## config.mk

```make
export PLATFORM = sky130hd
export DESIGN_NAME = regfile_scoreboard
export DESIGN_NICKNAME = d
export VERILOG_FILES = /design/src/rtl/regfile_scoreboard.sv
export SDC_FILE = /design/constraint.sdc
export NUM_CORES = 2
export LEC_CHECK = 0
export ABC_CLOCK_PERIOD_IN_PS = 3880
export BUFFER_PORTS_ARGS = -buffer_cell sky130_fd_sc_hd__buf_2
export CAP_MARGIN = 20
export CORE_AREA = 2 2 492 494
export CTS_CLUSTER_DIAMETER = 80
export DETAILED_ROUTE_END_ITERATION = 7
export DIE_AREA = 0 0 494 496
export GPL_TIMING_DRIVEN = 0
export RECOVER_POWER = 25
export SYNTH_ARGS = -nofsm -noshare
export SYNTH_HDL_FRONTEND = slang
export SYNTH_SLANG_ARGS = --single-unit
```

## constraint.sdc

```tcl
create_clock -name clk -period 3.88 [get_ports clk]
set_clock_uncertainty 0.1 [all_clocks]
set_input_delay 0.194 -clock clk [delete_from_list [all_inputs] [get_ports clk]]
set_output_delay 0.194 -clock clk [all_outputs]
set_load 0.1 [all_outputs]
```

## src/rtl/regfile_scoreboard.sv

```systemverilog
// regfile_scoreboard
//   Parametrised MIPS register file for the decode stage. It has two
//   combinational read ports and one write port. It optionally forwards
//   a same-cycle write to the read ports. It keeps a busy bit per register
//   so the hazard unit can stall on results that are still pending.
//
// Ports
//   clk             clock, all state updates on the rising edge
//   reset           synchronous, active-high
//   RegWrite        write enable
//   WriteRegister   write index
//   WriteData       write data
//   ReserveValid    mark ReserveRegister as having a pending write
//   ReserveRegister index to reserve
//   ReadRegister1/2 read indices
//   ReadData1/2     read data (combinational)
//   Busy1/2         addressed register has an outstanding reserved write

module regfile_scoreboard #(
    parameter int                DATA_W   = 32,
    parameter int                ADDR_W   = 5,
    parameter int                SP_INDEX = 29,
    parameter logic [DATA_W-1:0] SP_INIT  = 32'h7FFF_EFFC,
    parameter int                GP_INDEX = 28,
    parameter logic [DATA_W-1:0] GP_INIT  = 32'h1000_8000,
    parameter int                BYPASS   = 1
) (
    input  logic              clk,
    input  logic              reset,
    input  logic              RegWrite,
    input  logic [ADDR_W-1:0] WriteRegister,
    input  logic [DATA_W-1:0] WriteData,
    input  logic              ReserveValid,
    input  logic [ADDR_W-1:0] ReserveRegister,
    input  logic [ADDR_W-1:0] ReadRegister1,
    input  logic [ADDR_W-1:0] ReadRegister2,
    output logic [DATA_W-1:0] ReadData1,
    output logic [DATA_W-1:0] ReadData2,
    output logic              Busy1,
    output logic              Busy2
);

    localparam int                Depth = 2 ** ADDR_W;
    localparam logic [ADDR_W-1:0] SpIdx = ADDR_W'(SP_INDEX);
    localparam logic [ADDR_W-1:0] GpIdx = ADDR_W'(GP_INDEX);

    logic [DATA_W-1:0] regs [Depth];
    logic [Depth-1:0]  busy;
    logic [Depth-1:0]  busyNext;
    logic              bypass1;
    logic              bypass2;

    // Register array. On reset, everything is cleared except the stack and
    // global pointers. The later non-blocking assignments override the
    // blanket clear for those two entries. Writes to register 0 are
    // dropped so the entry never holds anything but zero.
    always_ff @(posedge clk) begin
        if (reset) begin
            regs        <= '{default: '0};
            regs[SpIdx] <= SP_INIT;
            regs[GpIdx] <= GP_INIT;
        end else if (RegWrite && (WriteRegister != '0)) begin
            regs[WriteRegister] <= WriteData;
        end
    end

    // Next scoreboard state. A completing write clears its busy bit first.
    // A new reservation is then applied, so a reservation to the same
    // register wins: the new long-latency op supersedes the one retiring.
    // Register 0 can never become busy.
    always_comb begin
        busyNext = busy;
        if (RegWrite) begin
            busyNext[WriteRegister] = 1'b0;
        end
        if (ReserveValid) begin
            busyNext[ReserveRegister] = 1'b1;
        end
        busyNext[0] = 1'b0;
    end

    // Scoreboard register. Reset overrides any write or reservation
    // arriving in the same cycle.
    always_ff @(posedge clk) begin
        if (reset) begin
            busy <= '0;
        end else begin
            busy <= busyNext;
        end
    end

    // Detect a write that lands on the addressed register in this cycle.
    // When it does, the incoming data is forwarded and the register is no
    // longer reported busy, because its result is arriving now.
    always_comb begin
        bypass1 = (BYPASS != 0) && RegWrite && (WriteRegister == ReadRegister1)
                  && (ReadRegister1 != '0);
        bypass2 = (BYPASS != 0) && RegWrite && (WriteRegister == ReadRegister2)
                  && (ReadRegister2 != '0);
    end

    // Read port 1. Index 0 is hard-wired to zero and never busy.
    always_comb begin
        ReadData1 = '0;
        Busy1     = 1'b0;
        if (ReadRegister1 != '0) begin
            ReadData1 = bypass1 ? WriteData : regs[ReadRegister1];
            Busy1     = busy[ReadRegister1] && !bypass1;
        end
    end

    // Read port 2. This mirrors port 1, so both ports return the same
    // value when they address the same register.
    always_comb begin
        ReadData2 = '0;
        Busy2     = 1'b0;
        if (ReadRegister2 != '0) begin
            ReadData2 = bypass2 ? WriteData : regs[ReadRegister2];
            Busy2     = busy[ReadRegister2] && !bypass2;
        end
    end

endmodule
```

; ---- Word-level counts from Yosys, hierarchy flattened
; Index checks and enable logic that the tools add are counted.
[word_totals]
regBits = 1056
output_inout_bits = 66
elab_cells = 92
[classes]
n_lt_le_gt_ge = 10
bitwise_logic = 6
n_mux = 25
n_eq_ne = 2
n_reduce_logical = 15
[ops]
columns = cell, n
row1 = $bwmux W1024, 1
row2 = $mux W32, 11
row3 = $bmux W32 S5, 2
row4 = $demux W32 S5, 1
row5 = $and A32 B32 Y32, 1
row6 = $not A32 Y32, 1
row7 = $or A32 B32 Y32, 1
row8 = $lt A5 B6 Y1 const B, 4
row9 = $ge A6 B6 Y1 const B, 3
row10 = $not A5 Y6, 3
row11 = $reduce_bool A5 Y1, 3
row12 = $bmux W1 S5, 2
row13 = $demux W1 S5, 2
row14 = $eq A5 B5 Y1, 2
row15 = $ge A5 B1 Y1 const B, 2
row16 = $logic_and A1 B1 Y1, 10
row17 = $lt A6 B1 Y1 const B, 1
row18 = $mux W1, 6
row19 = $logic_not A1 Y1, 2

; ---- Longest topological paths before layout
[logic_depth]
depth_word = 9
depth_mapped = 9

; ---- Worst setup path after synthesis
; No wires, ideal clock.
[synth_path]
path_type = input-to-output
from = in ReadRegister2[1]
to = out ReadData2[11]
path_stages = 8
n_path_buf = 4
setup_slack_ns = 0.583
arrival_ns = 3.003
cell_sequence = buf_2 -> buf_4 -> buf_6 -> buf_4 -> mux2i_1 -> a221oi_1 -> o211ai_1 -> a31oi_1
[synth_between]
elab_chain_cells = 6
word_cells_on_any_way = 10
[synth_lines]
columns = element, line
row1 = from (decl), 36  ; input logic [ADDR_W-1:0] ReadRegister2,
row2 = $not A5 Y6 (not written as such), 118  ; ReadData2 = bypass2 ? WriteData : regs[ReadRegister2];
row3 = $bmux W32 S5, 118
row4 = $mux W32 (not written as such) (2 in series), 118
row5 = $mux W32, 118
row6 = $mux W32 *, 117  ; if (ReadRegister2 != '0) begin
row7 = to (decl), 38  ; output logic [DATA_W-1:0] ReadData2,
; Every way passes the cells marked *; elsewhere a longest branch is shown, timed or not. The select of a mux whose other input is x is not followed.

; ---- Final worst setup path
[layout_path]
from = in ReadRegister1[1]
to = out ReadData1[23]
[layout_between]
elab_chain_cells = 6
word_cells_on_any_way = 10
[layout_lines]
columns = element, line
row1 = from (decl), 35  ; input logic [ADDR_W-1:0] ReadRegister1,
row2 = $not A5 Y6 (not written as such), 107  ; ReadData1 = bypass1 ? WriteData : regs[ReadRegister1];
row3 = $bmux W32 S5, 107
row4 = $mux W32 (not written as such) (2 in series), 107
row5 = $mux W32, 107
row6 = $mux W32 *, 106  ; if (ReadRegister1 != '0) begin
row7 = to (decl), 37  ; output logic [DATA_W-1:0] ReadData1,
; Marks and branches as above.

==> metrics.md <==
| Metric | Value |
|---|---|
| Die area | `0.245 sq mm` |
| Worst EP required | `3590 ps` |
| Layout cells sized above 1 | `0.168` |
| Chip height | `496 um` |
| FF+latch area | `0.0211 sq mm` |
| Setup TNS | `-3540 ps` |
| Final setup viols | `40` |
| Synth-to-layout area growth | `20.3%` |
| Max-cap violations | `0` |
| RSZ-0062 raised after global routing | `true` |
| Status | `complete, but fails checks` |
| Seq/Total Area, Yosys | `0.385` |
| I/O pin cnt | `122` |
| Vias post-DR | `56300` |
| H-tree depth | `4` |
| Post-Syn Instances | `6395` |
| Initial antenna violation count | `29` |
| DRC | `0` |
| Cell area power density | `426 mW/mm^2` |
| Fill cell count | `25700` |
| R2r startpoint | `busy[4]` |
| CTS sink count | `1055` |
| Total CTS buffers | `131` |
| Maximum vdd drop | `0.495 mV` |
| Drt total wl | `356000 um` |
| I/O Buffers | `109` |
| Synth Warn # | `0` |
| Initial Util | `0.229` |
| Initial DRC Count | `8658` |
| Post-route minimum period | `4080 ps` |
| Setup slack after layout | `-197 ps` |
| Die width | `494 um` |
| Max clock buf depth | `3` |
| Root buffer cell | `clkbuf_16` |
| WHS | `54.0 ps` |
| Largest net degree at the start of global routing | `17` |
| Slew Limit Fails | `0` |
| Clk slew on worst S/H paths | `60 ps` |
| Core area | `0.240 sq mm` |
| CP Launch Type | `input pin` |
| Final Hold Fails | `0` |
| Pre-CTS setup slack | `-1310 ps` |
| Leakage | `0.0221 uW` |
| CP cell instances | `buf_2, buf_2, nor2b_1, clkbuf_2, a221oi_1, o221ai_1, a31oi_2, buf_4` |
| Syn nets | `6451` |
| Row count | `180` |
| Hold Crit Start | `WriteRegister[4]` |
| WP data arrival | `3780 ps` |
| Final worst path period share | `1.05` |
| Flop and latch count out of synthesis | `1055` |
| Fmax | `0.245 GHz` |
| Routed vias/inst | `5.60` |
| Post-synthesis async set-or-reset flop share | `0` |
| Final GP Congestion | `1.06` |
| Worst Max-Slew Pin Slew | `1350 ps` |
| Failing checks | `negative setup slack` |
| Netlist cell types | `48` |
| Clock latency on the worst-skew pair | `830 ps` |
| Worst Path Class, Setup | `input pin to primary output` |
| EDFF count, synth | `0` |
| Ranking of synthesized cells by area | `dfxtp_1 (39%), nand2_1 (14%), mux4_2 (12%)` |
| Vias in the first global route | `52200` |
| 1st-pass router iterations | `6` |
| WL/cell | `35.4 um` |
| CTS tree | `yes` |
| CP endpoint kind | `primary output` |
| Congestion Overflow GR | `0` |
| Post-CTS setup buffer count | `0` |
| Post-synth top cells | `nand2_1 (2070), dfxtp_1 (1055), a21oi_1 (966), clkbuf_1 (434), mux2i_1 (392)` |
| Avg Inst Size Synth | `8.57 sq um` |
| Top-area cell type share of the netlist area | `0.385` |
| DP HPWL | `274000 um` |
| Slowest CP cell | `o221ai_1` |
| Critical path launch point | `ReadRegister1[1]` |
| First-pass GRT wire length | `466000 um` |
| Crit path max fanout | `10` |
| Cell mode on critical path | `buf_2` |
| Gr usage total | `0.280` |
| Top delay family on crit path | `buffers and inverters` |
| Leading area contributor after synthesis | `dfxtp_1` |
| Worst Hold Class | `input pin to register` |
| Count leader, synth | `nand2_1` |
| Total chip power | `28100 uW` |
| Slowest stage delay, CP | `740 ps` |
| Nets | `6795` |
| Mapped cell area | `0.0548 sq mm` |
| CP bufs+invs | `4` |
| Top_reg_cell synth | `dfxtp_1` |
| Area of the multi-input gates | `0.0312 sq mm` |
| ANT nets after route | `0` |
| Rel. slew slack | `0.0944` |
-- repair_timing --
action                                  in CTS  in global routing
cloned                                       0                  0
endpoints found under the setup margin      64                 14
pin swaps                                   13                  1
endpoints found under the hold margin      167                  0
resized for setup                          182                  8
hold buffers                                43                  0
-- worst register-to-register path: stages, from the launching register on --
cell and delay, ps:
dfxtp_1 330, a22oi_1 160, dlygate4sd3_1 580, nor2_1 50
-- through the flow --
stage                     std cells  cell area [sq um]  utilization
after CTS                     10000              65700        0.274
final                         10000              65900        0.275
after floorplan                6395              54800            -
after global placement         9689              59300        0.248
after global routing          10000              65900        0.275
after detailed placement       9739              60100        0.251
-- sequential cells by signal, summed over array words and instances (netlist names) --
register,flops
busy,31
regs,1024
-- final cells by class --
| class | count | share of cell area |
|---|---|---|
| diodes | 19 | 0.000721 |
| clock buffers | 179 | 0.0563 |
| plain buffers | 666 | 0.0499 |
| multi-input cells | 4672 | 0.474 |
| clock inverters | 53 | 0.00888 |
| flip-flops and latches | 1055 | 0.320 |
| well taps | 3185 | 0.0605 |
| inverters | 1 | 0.0000569 |
| repair buffers | 212 | 0.0292 |
-- power breakdown --
group          internal (uW)  total, uW  switching [uW]
Sequential             10900      11000            68.3
Combinational           1010       4390            3390
Clock                   7110      12700            5570
Total                  19000      28100            9030
-- routing by layer --
metal / up-vias / track usage / share of wire
met5: - / 0 / 0.00021
met4: 10 / 0.228 / 0.097
met3: 947 / 0.0658 / 0.098
met2: 3763 / 0.406 / 0.41
met1: 28300 / 0.352 / 0.39
li1: 23300 / - / -
-- placed cells by master (no fill, tap or decap), types with 8 or more instances in the layout --
| cell type | instances |
|---|---|
| a221oi_1 | 46 |
| clkinv_2 | 26 |
| nor2b_1 | 43 |
| nand3_1 | 27 |
| o221ai_2 | 11 |
| o21ai_1 | 35 |
| xor2_1 | 8 |
| clkbuf_1 | 433 |
| a22oi_1 | 31 |
| a21oi_1 | 966 |
| nand2_1 | 2070 |
| o21ai_0 | 94 |
| o22ai_1 | 39 |
| dfxtp_1 | 1055 |
| mux4_2 | 290 |
| a221oi_2 | 61 |
| buf_8 | 49 |
| clkbuf_2 | 39 |
| buf_4 | 79 |
| o221ai_1 | 31 |
| a221oi_4 | 19 |
| nor3b_1 | 9 |
| clkbuf_8 | 21 |
| a31oi_2 | 26 |
| dlygate4sd3_1 | 43 |
| mux2i_1 | 392 |
| a22o_1 | 149 |
| clkbuf_16 | 133 |
| a31oi_4 | 12 |
| buf_16 | 8 |
| o211ai_1 | 43 |
| mux2_2 | 87 |
| diode_2 | 19 |
| buf_2 | 211 |
| nand3b_1 | 32 |
| nor2_1 | 69 |
| buf_6 | 27 |
| a31oi_1 | 28 |
-- final timing paths --
kind / slack (ps) / cells after the start / endpoint
max reg2reg: 2530 / 3 / busy[4]
min: 50 / 5 / regs[447]
max: -200 / 8 / ReadData1[23]
min reg2reg: 370 / 2 / regs[678]
-- kinds of logic (layout without fill, tap and decap cells) --
family | Yosys count | in the layout | synth area share
xor+xnor | 10 | 10 | 0.00160
mux | 769 | 769 | 0.209
other cells | 0 | 19 | 0
buf+inv | 668 | 1111 | 0.0588
compound gates | 1598 | 1598 | 0.180
flops | 1055 | 1055 | 0.385
simple gates | 2295 | 2295 | 0.165
(Power assumes the default switching activity.)
